<file path="src/rtl/cpu_pipe_pkg.sv">
// Shared definitions for the CPU pipeline stage boundaries.
package cpu_pipe_pkg;

  // Stage fill state. FULL is only reachable when the skid entry exists.
  typedef enum logic [1:0] {
    EMPTY = 2'd0,
    ONE   = 2'd1,
    FULL  = 2'd2
  } stage_state_e;

  // Payload widths at each stage boundary.
  localparam int IF_ID_W  = 96;
  localparam int ID_EX_W  = 297;
  localparam int EX_MEM_W = 268;
  localparam int MEM_WB_W = 135;

  // Low payload bits that carry control and are zeroed on a bubble.
  localparam int CTRL_FIELD_W = 9;

  // Entries held for a given state.
  function automatic logic [1:0] occ_of(stage_state_e s);
    logic [1:0] n;
    n = 2'd0;
    case (s)
      ONE:     n = 2'd1;
      FULL:    n = 2'd2;
      default: n = 2'd0;
    endcase
    return n;
  endfunction

endpackage

</file>
<file path="src/rtl/pipe_stage_skid_if.sv">
// Handshake bundle between a pipeline stage and its neighbours.
//
// Valid/ready rules: a transfer happens on a rising clk edge where valid and
// ready are both high. A source holding valid keeps valid and data stable
// until the transfer completes; ready may change freely.
interface pipe_stage_skid_if #(
  parameter int DATA_W = 96
) ();
  logic              in_valid;
  logic              in_ready;
  logic [DATA_W-1:0] in_data;
  logic              out_valid;
  logic              out_ready;
  logic [DATA_W-1:0] out_data;

  // Environment side: upstream producer plus downstream consumer.
  modport master (
    output in_valid, in_data, out_ready,
    input  in_ready, out_valid, out_data
  );

  // Stage side.
  modport slave (
    input  in_valid, in_data, out_ready,
    output in_ready, out_valid, out_data
  );
endinterface

</file>
<file path="src/rtl/pipe_stage_skid_sat_counter.sv">
// Saturating up-counter with synchronous reset and a hold enable.
module sat_counter #(
  parameter int CNT_W = 32
) (
  input  logic             clk,
  input  logic             rst,
  input  logic             en,
  input  logic             inc,
  output logic [CNT_W-1:0] count
);

  // Count up by one per qualifying cycle, sticking at all-ones.
  always_ff @(posedge clk) begin
    if (rst) begin
      count <= '0;
    end else if (en && inc && (count != {CNT_W{1'b1}})) begin
      count <= count + 1'b1;
    end
  end

endmodule

</file>
<file path="src/rtl/pipe_stage_skid.sv">
// Pipeline stage register with valid/ready handshake, optional skid entry,
// flush, bubble insertion and stall/flush performance counters.
module pipe_stage_skid
  import cpu_pipe_pkg::*;
#(
  parameter int DATA_W = IF_ID_W,
  parameter int CTRL_W = CTRL_FIELD_W,
  parameter int SKID   = 1,
  parameter int CNT_W  = 32
) (
  input  logic               clk,
  input  logic               rst,
  input  logic               enable,
  input  logic               flush,
  input  logic               bubble,
  pipe_stage_skid_if.slave   bus,
  output logic [1:0]         occupancy,
  output logic [CNT_W-1:0]   stall_cnt,
  output logic [CNT_W-1:0]   flush_cnt
);

  // Ones over the control field; all zero when CTRL_W is 0.
  localparam logic [DATA_W-1:0] CTRL_MASK = (DATA_W'(1) << CTRL_W) - DATA_W'(1);

  stage_state_e      state_q, state_d;
  logic [DATA_W-1:0] main_q, main_d;
  logic [DATA_W-1:0] skid_q, skid_d;
  logic              in_ready_c, out_valid_c, full_block;
  logic              accept, pop;
  logic [DATA_W-1:0] in_word;

  // Handshake terms; reset holds both sides idle.
  always_comb begin
    full_block  = 1'b0;
    if (SKID != 0) full_block = (state_q == FULL);
    else           full_block = (state_q != EMPTY) && !bus.out_ready;
    in_ready_c  = !rst && enable && !flush && !full_block;
    out_valid_c = !rst && enable && (state_q != EMPTY);
    accept      = bus.in_valid && in_ready_c;
    pop         = out_valid_c && bus.out_ready;
    in_word     = bubble ? (bus.in_data & ~CTRL_MASK) : bus.in_data;
  end

  assign bus.in_ready  = in_ready_c;
  assign bus.out_valid = out_valid_c;
  assign bus.out_data  = main_q;
  assign occupancy     = occ_of(state_q);

  // Next state and data movement; disabled stage holds everything.
  always_comb begin
    state_d = state_q;
    main_d  = main_q;
    skid_d  = skid_q;
    if (enable) begin
      if (flush) begin
        state_d = EMPTY;
        main_d  = '0;
        skid_d  = '0;
      end else begin
        case (state_q)
          EMPTY: begin
            if (accept) begin
              state_d = ONE;
              main_d  = in_word;
            end
          end
          ONE: begin
            if (accept && pop) begin
              main_d = in_word;
            end else if (accept) begin
              state_d = FULL;
              skid_d  = in_word;
            end else if (pop) begin
              state_d = EMPTY;
              main_d  = '0;
            end
          end
          FULL: begin
            if (pop) begin
              state_d = ONE;
              main_d  = skid_q;
              skid_d  = '0;
            end
          end
          default: begin
            state_d = EMPTY;
            main_d  = '0;
            skid_d  = '0;
          end
        endcase
      end
    end
  end

  // State and data registers.
  always_ff @(posedge clk) begin
    if (rst) begin
      state_q <= EMPTY;
      main_q  <= '0;
      skid_q  <= '0;
    end else begin
      state_q <= state_d;
      main_q  <= main_d;
      skid_q  <= skid_d;
    end
  end

  // Stall: upstream offers data the stage cannot take. Flush: entries dropped.
  sat_counter #(.CNT_W(CNT_W)) u_stall_cnt (
    .clk   (clk),
    .rst   (rst),
    .en    (enable),
    .inc   (bus.in_valid && !in_ready_c),
    .count (stall_cnt)
  );

  sat_counter #(.CNT_W(CNT_W)) u_flush_cnt (
    .clk   (clk),
    .rst   (rst),
    .en    (enable),
    .inc   (flush && (state_q != EMPTY)),
    .count (flush_cnt)
  );

endmodule
</file>
<file path="src/flat_wrapper.sv">
// flat-port wrapper written by rule: the top's interface ports become plain ports
module pipe_stage_skid_flat import cpu_pipe_pkg::*;
#(
  parameter int DATA_W = IF_ID_W,
  parameter int CTRL_W = CTRL_FIELD_W,
  parameter int SKID   = 1,
  parameter int CNT_W  = 32
)
  (clk, rst, enable, flush, bubble, occupancy, stall_cnt, flush_cnt, bus_in_valid, bus_in_data, bus_out_ready, bus_in_ready, bus_out_valid, bus_out_data);
  pipe_stage_skid_if #(.DATA_W(DATA_W)) bus_i ();
  input  logic clk;
  input  logic rst;
  input  logic enable;
  input  logic flush;
  input  logic bubble;
  output logic [1:0] occupancy;
  output logic [CNT_W-1:0] stall_cnt;
  output logic [CNT_W-1:0] flush_cnt;
  input wire logic [$bits(bus_i.in_valid)-1:0] bus_in_valid;
  input wire logic [$bits(bus_i.in_data)-1:0] bus_in_data;
  input wire logic [$bits(bus_i.out_ready)-1:0] bus_out_ready;
  output wire logic [$bits(bus_i.in_ready)-1:0] bus_in_ready;
  output wire logic [$bits(bus_i.out_valid)-1:0] bus_out_valid;
  output wire logic [$bits(bus_i.out_data)-1:0] bus_out_data;
  assign bus_i.in_valid = bus_in_valid;
  assign bus_i.in_data = bus_in_data;
  assign bus_i.out_ready = bus_out_ready;
  assign bus_in_ready = bus_i.in_ready;
  assign bus_out_valid = bus_i.out_valid;
  assign bus_out_data = bus_i.out_data;
  pipe_stage_skid #(.DATA_W(DATA_W), .CTRL_W(CTRL_W), .SKID(SKID), .CNT_W(CNT_W)) u_core (.clk(clk), .rst(rst), .enable(enable), .flush(flush), .bubble(bubble), .bus(bus_i), .occupancy(occupancy), .stall_cnt(stall_cnt), .flush_cnt(flush_cnt));
endmodule
</file>
<file path="config.mk">
export PLATFORM = sky130hd
export DESIGN_NAME = pipe_stage_skid_flat
export DESIGN_NICKNAME = d
export VERILOG_FILES = /design/src/rtl/cpu_pipe_pkg.sv /design/src/rtl/pipe_stage_skid_if.sv /design/src/rtl/pipe_stage_skid_sat_counter.sv /design/src/rtl/pipe_stage_skid.sv /design/src/flat_wrapper.sv
export SDC_FILE = /design/constraint.sdc
export NUM_CORES = 1
export LEC_CHECK = 0
export CORE_UTILIZATION = 54
export CTS_BUF_LIST = sky130_fd_sc_hd__clkbuf_4 sky130_fd_sc_hd__clkbuf_8
export DETAILED_ROUTE_END_ITERATION = 16
export MAX_ROUTING_LAYER = met4
export PLACE_DENSITY_LB_ADDON = 0.12
export SYNTH_ARGS = -nofsm -noshare
export SYNTH_HDL_FRONTEND = slang
export SYNTH_SLANG_ARGS = --single-unit
</file>
<file path="constraint.sdc">
create_clock -name clk -period 4.6 [get_ports clk]
set_input_delay 0.92 -clock clk [delete_from_list [all_inputs] [get_ports clk]]
set_output_delay 0.92 -clock clk [all_outputs]
set_load 0.005 [all_outputs]
</file>
==> results of run 1 <==
## cell type report
type / instances / area [um2]
sequential: 258 / 5160
multi-input combinational: 647 / 4700
fill: 1287 / 4350
timing repair buffer: 274 / 2760
clock buffer: 62 / 803
tap: 229 / 287
clock inverter: 12 / 115
inverter: 10 / 37.5
## critical path, delay by kind of cell
kind | cells | cell delay, ns
simple gates | 2 | 0.75
buf+inv | 2 | 1.11
## routing by layer
metal | part of all wire | routed length [um]
met1 | 0.43 | 12100
met2 | 0.46 | 13100
met3 | 0.078 | 2210
met4 | 0.032 | 909
met5 | 0 | 0
## state kept, by name, indices dropped and copies added, names as in the netlist
register and count:
u_core.bus.out_data 96, u_core.skid_q 96, u_core.u_flush_cnt.count 32, u_core.u_stall_cnt.count 32
u_core.state_q 2
## kinds of logic (layout without fill, tap and decap cells)
kind of cell	count (synthesis)	in the layout	synth area share
AOI/OAI and AO/OA	400	400	0.304
DFF	258	258	0.507
and+or+nand+nor	223	223	0.127
buffers and inverters	97	358	0.0380
xor gates and xnor gates	11	11	0.00945
muxes	11	11	0.0121
adders and majority gates	2	2	0.00245
## power breakdown
part           internal [mW]  switching (mW)
Combinational          0.170           0.147
Clock                   1.23           0.911
Sequential              2.26          0.0177
## through the flow
stage	total power, mW	util	setup slack (ns)
finish	4.74	0.761	0.895
global route	4.90	0.761	0.804
CTS	4.77	0.761	0.903
detailed placement	2.64	0.711	0.791
global placement	2.64	0.711	0.848
floorplan	2.45	-	2.09
## placed cells by master, fill, tap and decap left out, types with 11 or more instances in the layout
cell	instances
nand4_1	20
o31ai_1	27
clkdlybuf4s50_1	265
nor2b_1	23
mux2_2	11
nand2_1	29
o2bb2ai_1	96
or4_1	29
nand3_1	28
nor2_1	31
a21oi_1	44
o21ai_0	18
nor4_1	11
or3_1	14
clkbuf_8	54
dfxtp_1	258
a22o_1	96
a22oi_1	97
## cells in the mapped netlist (2+ instances only)
master	count
buf_1	9
xor2_1	3
nor4_2	2
a211oi_1	5
nand2_1	29
nor2_1	31
nor3_1	3
or3_1	14
nor2b_1	23
o31ai_1	27
clkbuf_1	67
a21o_1	2
or2_2	2
o2bb2ai_1	96
and3_1	9
and2_1	2
buf_2	7
nand2b_1	4
xnor2_1	8
ha_1	2
a21oi_1	47
mux2_2	11
nand3_1	29
nand3b_1	2
a22oi_1	97
nand4_1	20
o22ai_1	2
buf_4	4
o21ai_0	18
inv_1	9
or4_1	29
and4_1	7
dfxtp_1	258
nor4_1	11
a22o_1	96
## how the worst min path moves through the flow
stage          slack [ns]                            startpoint                                    to
3_3_place_gp         0.44  u_core.bus.out_data[29]$_SDFFE_PP0P_  u_core.bus.out_data[29]$_SDFFE_PP0P_
5_1_grt              0.48  u_core.bus.out_data[71]$_SDFFE_PP0P_  u_core.bus.out_data[71]$_SDFFE_PP0P_
3_5_place_dp         0.45  u_core.bus.out_data[37]$_SDFFE_PP0P_  u_core.bus.out_data[37]$_SDFFE_PP0P_
6_report             0.46  u_core.bus.out_data[29]$_SDFFE_PP0P_  u_core.bus.out_data[29]$_SDFFE_PP0P_
2_1_floorplan        0.44        u_core.skid_q[10]$_SDFFE_PP0P_        u_core.skid_q[10]$_SDFFE_PP0P_
4_1_cts              0.46   u_core.bus.out_data[3]$_SDFFE_PP0P_   u_core.bus.out_data[3]$_SDFFE_PP0P_
==> flow_summary.toml, run 1 <==
[setup_path]
cpPeakStageDelay_ns = 0.56
startpoint_type = "input pin"
crit_path_start = "flush"
r2r_start = "u_core.u_stall_cnt.count[9]$_SDFFE_PP0P_"
crit_end = "bus_in_ready"
critPathKind = "input pin to output port"
required_ns = 3.68
critPathMostFrequentCell = "clkdlybuf4s50_1"
crit_path_top_delay_cell = "clkdlybuf4s50_1"
r2r-end = "u_core.u_stall_cnt.count[13]$_SDFFE_PP0P_"
crit_fanout = 10
cp-end-kind = "output port"
crit_chain = "clkdlybuf4s50_1, nor2_2, and3_1, clkdlybuf4s50_1"
reg2regPathDepth = 5
ff2ff_setup_slack_ns = 1.84
cp.arrival_ns = 2.78

[synthesis]
synth_seq_area_share = 0.507
synthTopCellsByArea = "dfxtp_1 51%, a22o_1 8.2%, o2bb2ai_1 8.2%, a22oi_1 7.1%, clkbuf_1 2.5%"
ys_types = 52
yosysWarnings = 0
synth_top_area_frac = 0.507
synth_nets = 1107
synth_edf_count = 0
syn_area_um2 = 10200
synthArstFlopShare = 0
avgSynthCellArea_um2 = 10.2
synth-seq-cells = 258
synth_cells = 1002
synth_flop_cell = "dfxtp_1"
yosysTopAreaCell = "dfxtp_1"

[placement]
dp.cells = 1418
io_buffers = 266
dpl_cell_area_um2 = 12900
dp_hpwl_mm = 17.1
globalplace.congestion = 0.937

[clocking]
cts_resized = 0
cts_setup_buffers = 0
clock-sinks = 258
clkTransAtPathRegs_ns = 0.06
tritoncts = "built"
h-tree-depth = 2
cts_buffers = 41
clockBufferDepth = 3
insertion_delay_ns = 0.54
hold_buffers = 0
ctsRootBufferMaster = "clkbuf_8"

[routing]
routedWlPerCell_um = 19.0
drt-initial-drc-count = 753
wirelength_mm = 28.4
drtAntennaViolNets = 0
firstDrtPassIters = 6
drc = 0
vias = 9322
viasPerCell = 6.25

[grt]
grt_pass1_wl_mm = 45.2
grt_pass1_vias = 8794
grt_util_met1 = 0.353
grtUsageTotal = 0.291
use_met2 = 0.458
grt-ovfl-total = 0
grt_busiest_layer = "met2"
grt.met3_usage = 0.0798
antenna_found_initial = 0
grt_max_degree = 97

[layout]
fin_nets = 1337
design_area_um2 = 13900
stdcell_count = 1492
drive_above_1_share = 0.0887
antenna_cells = 0
syn_to_final_growth_pct = 35.9

[power]
leakage_nw = 4.92
peakVddDrop_uv = 321
power_density_nw_per_um2 = 342

[die]
dieArea_um2 = 19400
io_pins = 267
die_y_um = 139
rows = 49
coreArea_um2 = 18200
die_x_um = 139
start_util = 0.560

[hold_path]
whs_path_depth = 1
hp-class = "flip-flop to flip-flop"

[timing]
min_period_ns = 3.70
rsz0062_at_grt = "false"
max_freq_ghz = 0.270
fin_crit_sh = 0.805
setup_tns_ns = 0
worst_pin_slew_ns = 1.16
setup_viol = 0
hold_viol_final = 0
fin_hold_ws_ns = 0.461
fin_skew_ns = 0.0162
maxSlewHeadroom = 0.222
slew_viol_final = 0

[job]
maxCapViolCount = 0

[outcome]
status = "finished, final reports clean"
Note: power is estimated with default switching activity, not from simulation.
==> run 2, diff against run 1 <==
CORE_UTILIZATION = 46   (was 54)
clock period = 3.2 ns   (was 4.6 ns; I/O delays follow)
==> flow_summary.toml, run 2 (synthesis results as in run 1) <==
[die]
coreArea_um2 = 21800
rows = 54
dieArea_um2 = 22800
die_y_um = 151
die_x_um = 151
io_pins = 267
start_util = 0.469

[layout]
fin_nets = 1351
drive_above_1_share = 0.0951
antenna_cells = 0
mostFrequentLayoutCells = "265 x clkdlybuf4s50_1, 258 x dfxtp_1, 97 x a22oi_1"
syn_to_final_growth_pct = 37.5
nFillCells = 1780
mostFrequentLayoutCell = "clkdlybuf4s50_1"

[routing]
viasPerCell = 5.88
firstDrtPassIters = 5
vias = 9125
drtAntennaViolNets = 0
drc = 0
drt-initial-drc-count = 573
wirelength_mm = 28.6
routedWlPerCell_um = 18.4

[grt]
grt_max_degree = 98
grt_pass1_vias = 8734
antenna_found_initial = 0
grt_busiest_layer = "met2"
grt.met3_usage = 0.0645
grt_util_met1 = 0.316
grt_pass1_wl_mm = 45.2
use_met2 = 0.400
grtUsageTotal = 0.252
grt-ovfl-total = 0

[job]
maxCapViolCount = 0

[timing]
slew_viol_final = 0
fin_crit_sh = 0.909
setup_tns_ns = 0
maxSlewHeadroom = 0.246
max_freq_ghz = 0.344
setup_viol = 0
worst_pin_slew_ns = 1.13
min_period_ns = 2.91
rsz0062_at_grt = "false"
fin_skew_ns = 0.00749
hold_viol_final = 0

[clocking]
clkTransAtPathRegs_ns = 0.06
ctsRootBufferMaster = "clkbuf_8"
cts_setup_buffers = 0
cts_resized = 0
tritoncts = "built"
cts_buffers = 43
clockBufferDepth = 3
h-tree-depth = 2
hold_buffers = 0
clock-sinks = 258
insertion_delay_ns = 0.53

[power]
power_frac_clock = 0.437
p_switching_mw = 1.53
p_int_mw = 5.14
peakVddDrop_uv = 339
power_mw = 6.67
leakage_nw = 4.98
seqPwrFrac = 0.491
power_density_nw_per_um2 = 476
p_comb_frac = 0.072
switching_share = 0.229

[outcome]
status = "finished, final reports clean"

[placement]
globalplace.congestion = 0.875
io_buffers = 266
dp_hpwl_mm = 17.5

[setup_path]
cp.arrival_ns = 2.27
required_ns = 2.56
critPathMostFrequentCell = "clkdlybuf4s50_1"
critPathKind = "input pin to output port"
cpPeakStageDelay_ns = 0.56
crit_fanout = 6
crit_path_top_delay_cell = "clkdlybuf4s50_1"
startpoint_type = "input pin"
cp-end-kind = "output port"
crit_chain = "clkdlybuf4s50_1, nor2_2, and3_1, clkdlybuf4s50_1"

[hold_path]
hp-class = "input pin to flip-flop"
[run 2: cell types whose count changed in the layout (fill, tap and decap cells not counted)]
cell	previous run	this run
buf_12	3	9
buf_4	5	11
bufinv_16	2	1
clkbuf_4	8	9
clkbuf_8	54	51
clkinv_2	8	9
clkinvlp_4	2	1
[run 2: metrics by stage]
stage | instance area (um2) | worst slack [ns] | instances | hold WS [ns] | util
6_report | 14000 | 0.290 | 1552 | 0.437 | 0.644
5_1_grt | 14000 | 0.132 | 1552 | 0.450 | 0.644
4_1_cts | 14000 | 0.272 | 1552 | 0.404 | 0.644
3_5_place_dp | 13200 | 0.180 | 1481 | 0.445 | 0.605
3_3_place_gp | 13200 | 0.277 | 1481 | 0.444 | 0.605
2_1_floorplan | 10200 | 0.967 | 1002 | 0.443 | -
[run 2: worst max-delay path: cells and delay by family]
family | cells | cell delay, ns
buffers and inverters | 2 | 1.09
and+or+nand+nor | 2 | 0.53
[run 2: final timing paths]
check / from / end / depth (start not counted) / slack (ns)
hold reg to reg: u_core.bus.out_data[73]$_SDFFE_PP0P_ / u_core.bus.out_data[73]$_SDFFE_PP0P_ / 1 / 0.46
hold / removal: rst / u_core.state_q[1]$_SDFFE_PP0P_ / 2 / 0.44
setup / recovery: flush / bus_in_ready / 4 / 0.29
setup reg to reg: u_core.u_stall_cnt.count[9]$_SDFFE_PP0P_ / u_core.u_stall_cnt.count[17]$_SDFFE_PP0P_ / 5 / 0.50
[run 2: layout make-up]
| type | instances | area [um2] | share of cell area |
|---|---|---|---|
| Clock buffer | 60 | 769 | 0.0549 |
| Clock inverter | 11 | 82.6 | 0.00589 |
| Inverter | 10 | 37.5 | 0.00268 |
| Multi-Input combinational cell | 647 | 4700 | 0.335 |
| Sequential cell | 258 | 5160 | 0.368 |
| Tap cell | 280 | 350 | 0.0250 |
| Timing Repair Buffer | 286 | 2920 | 0.208 |
[run 2: per-layer routing]
metal | vias up | share of wire
li1 | 4427 | -
met5 | - | 0
met3 | 31 | 0.064
met1 | 4397 | 0.46
met4 | 0 | 0.015
met2 | 270 | 0.46
[run 2: power groups by stage]
stage               registers [mW]  logic [mW]  clock network, mW
floorplan                     3.35       0.175                  0
global placement              3.34       0.477                  0
detailed placement            3.34       0.479                  0
CTS                           3.28       0.482               2.99
global route                  3.28       0.514               3.14
finish                        3.28       0.478               2.92
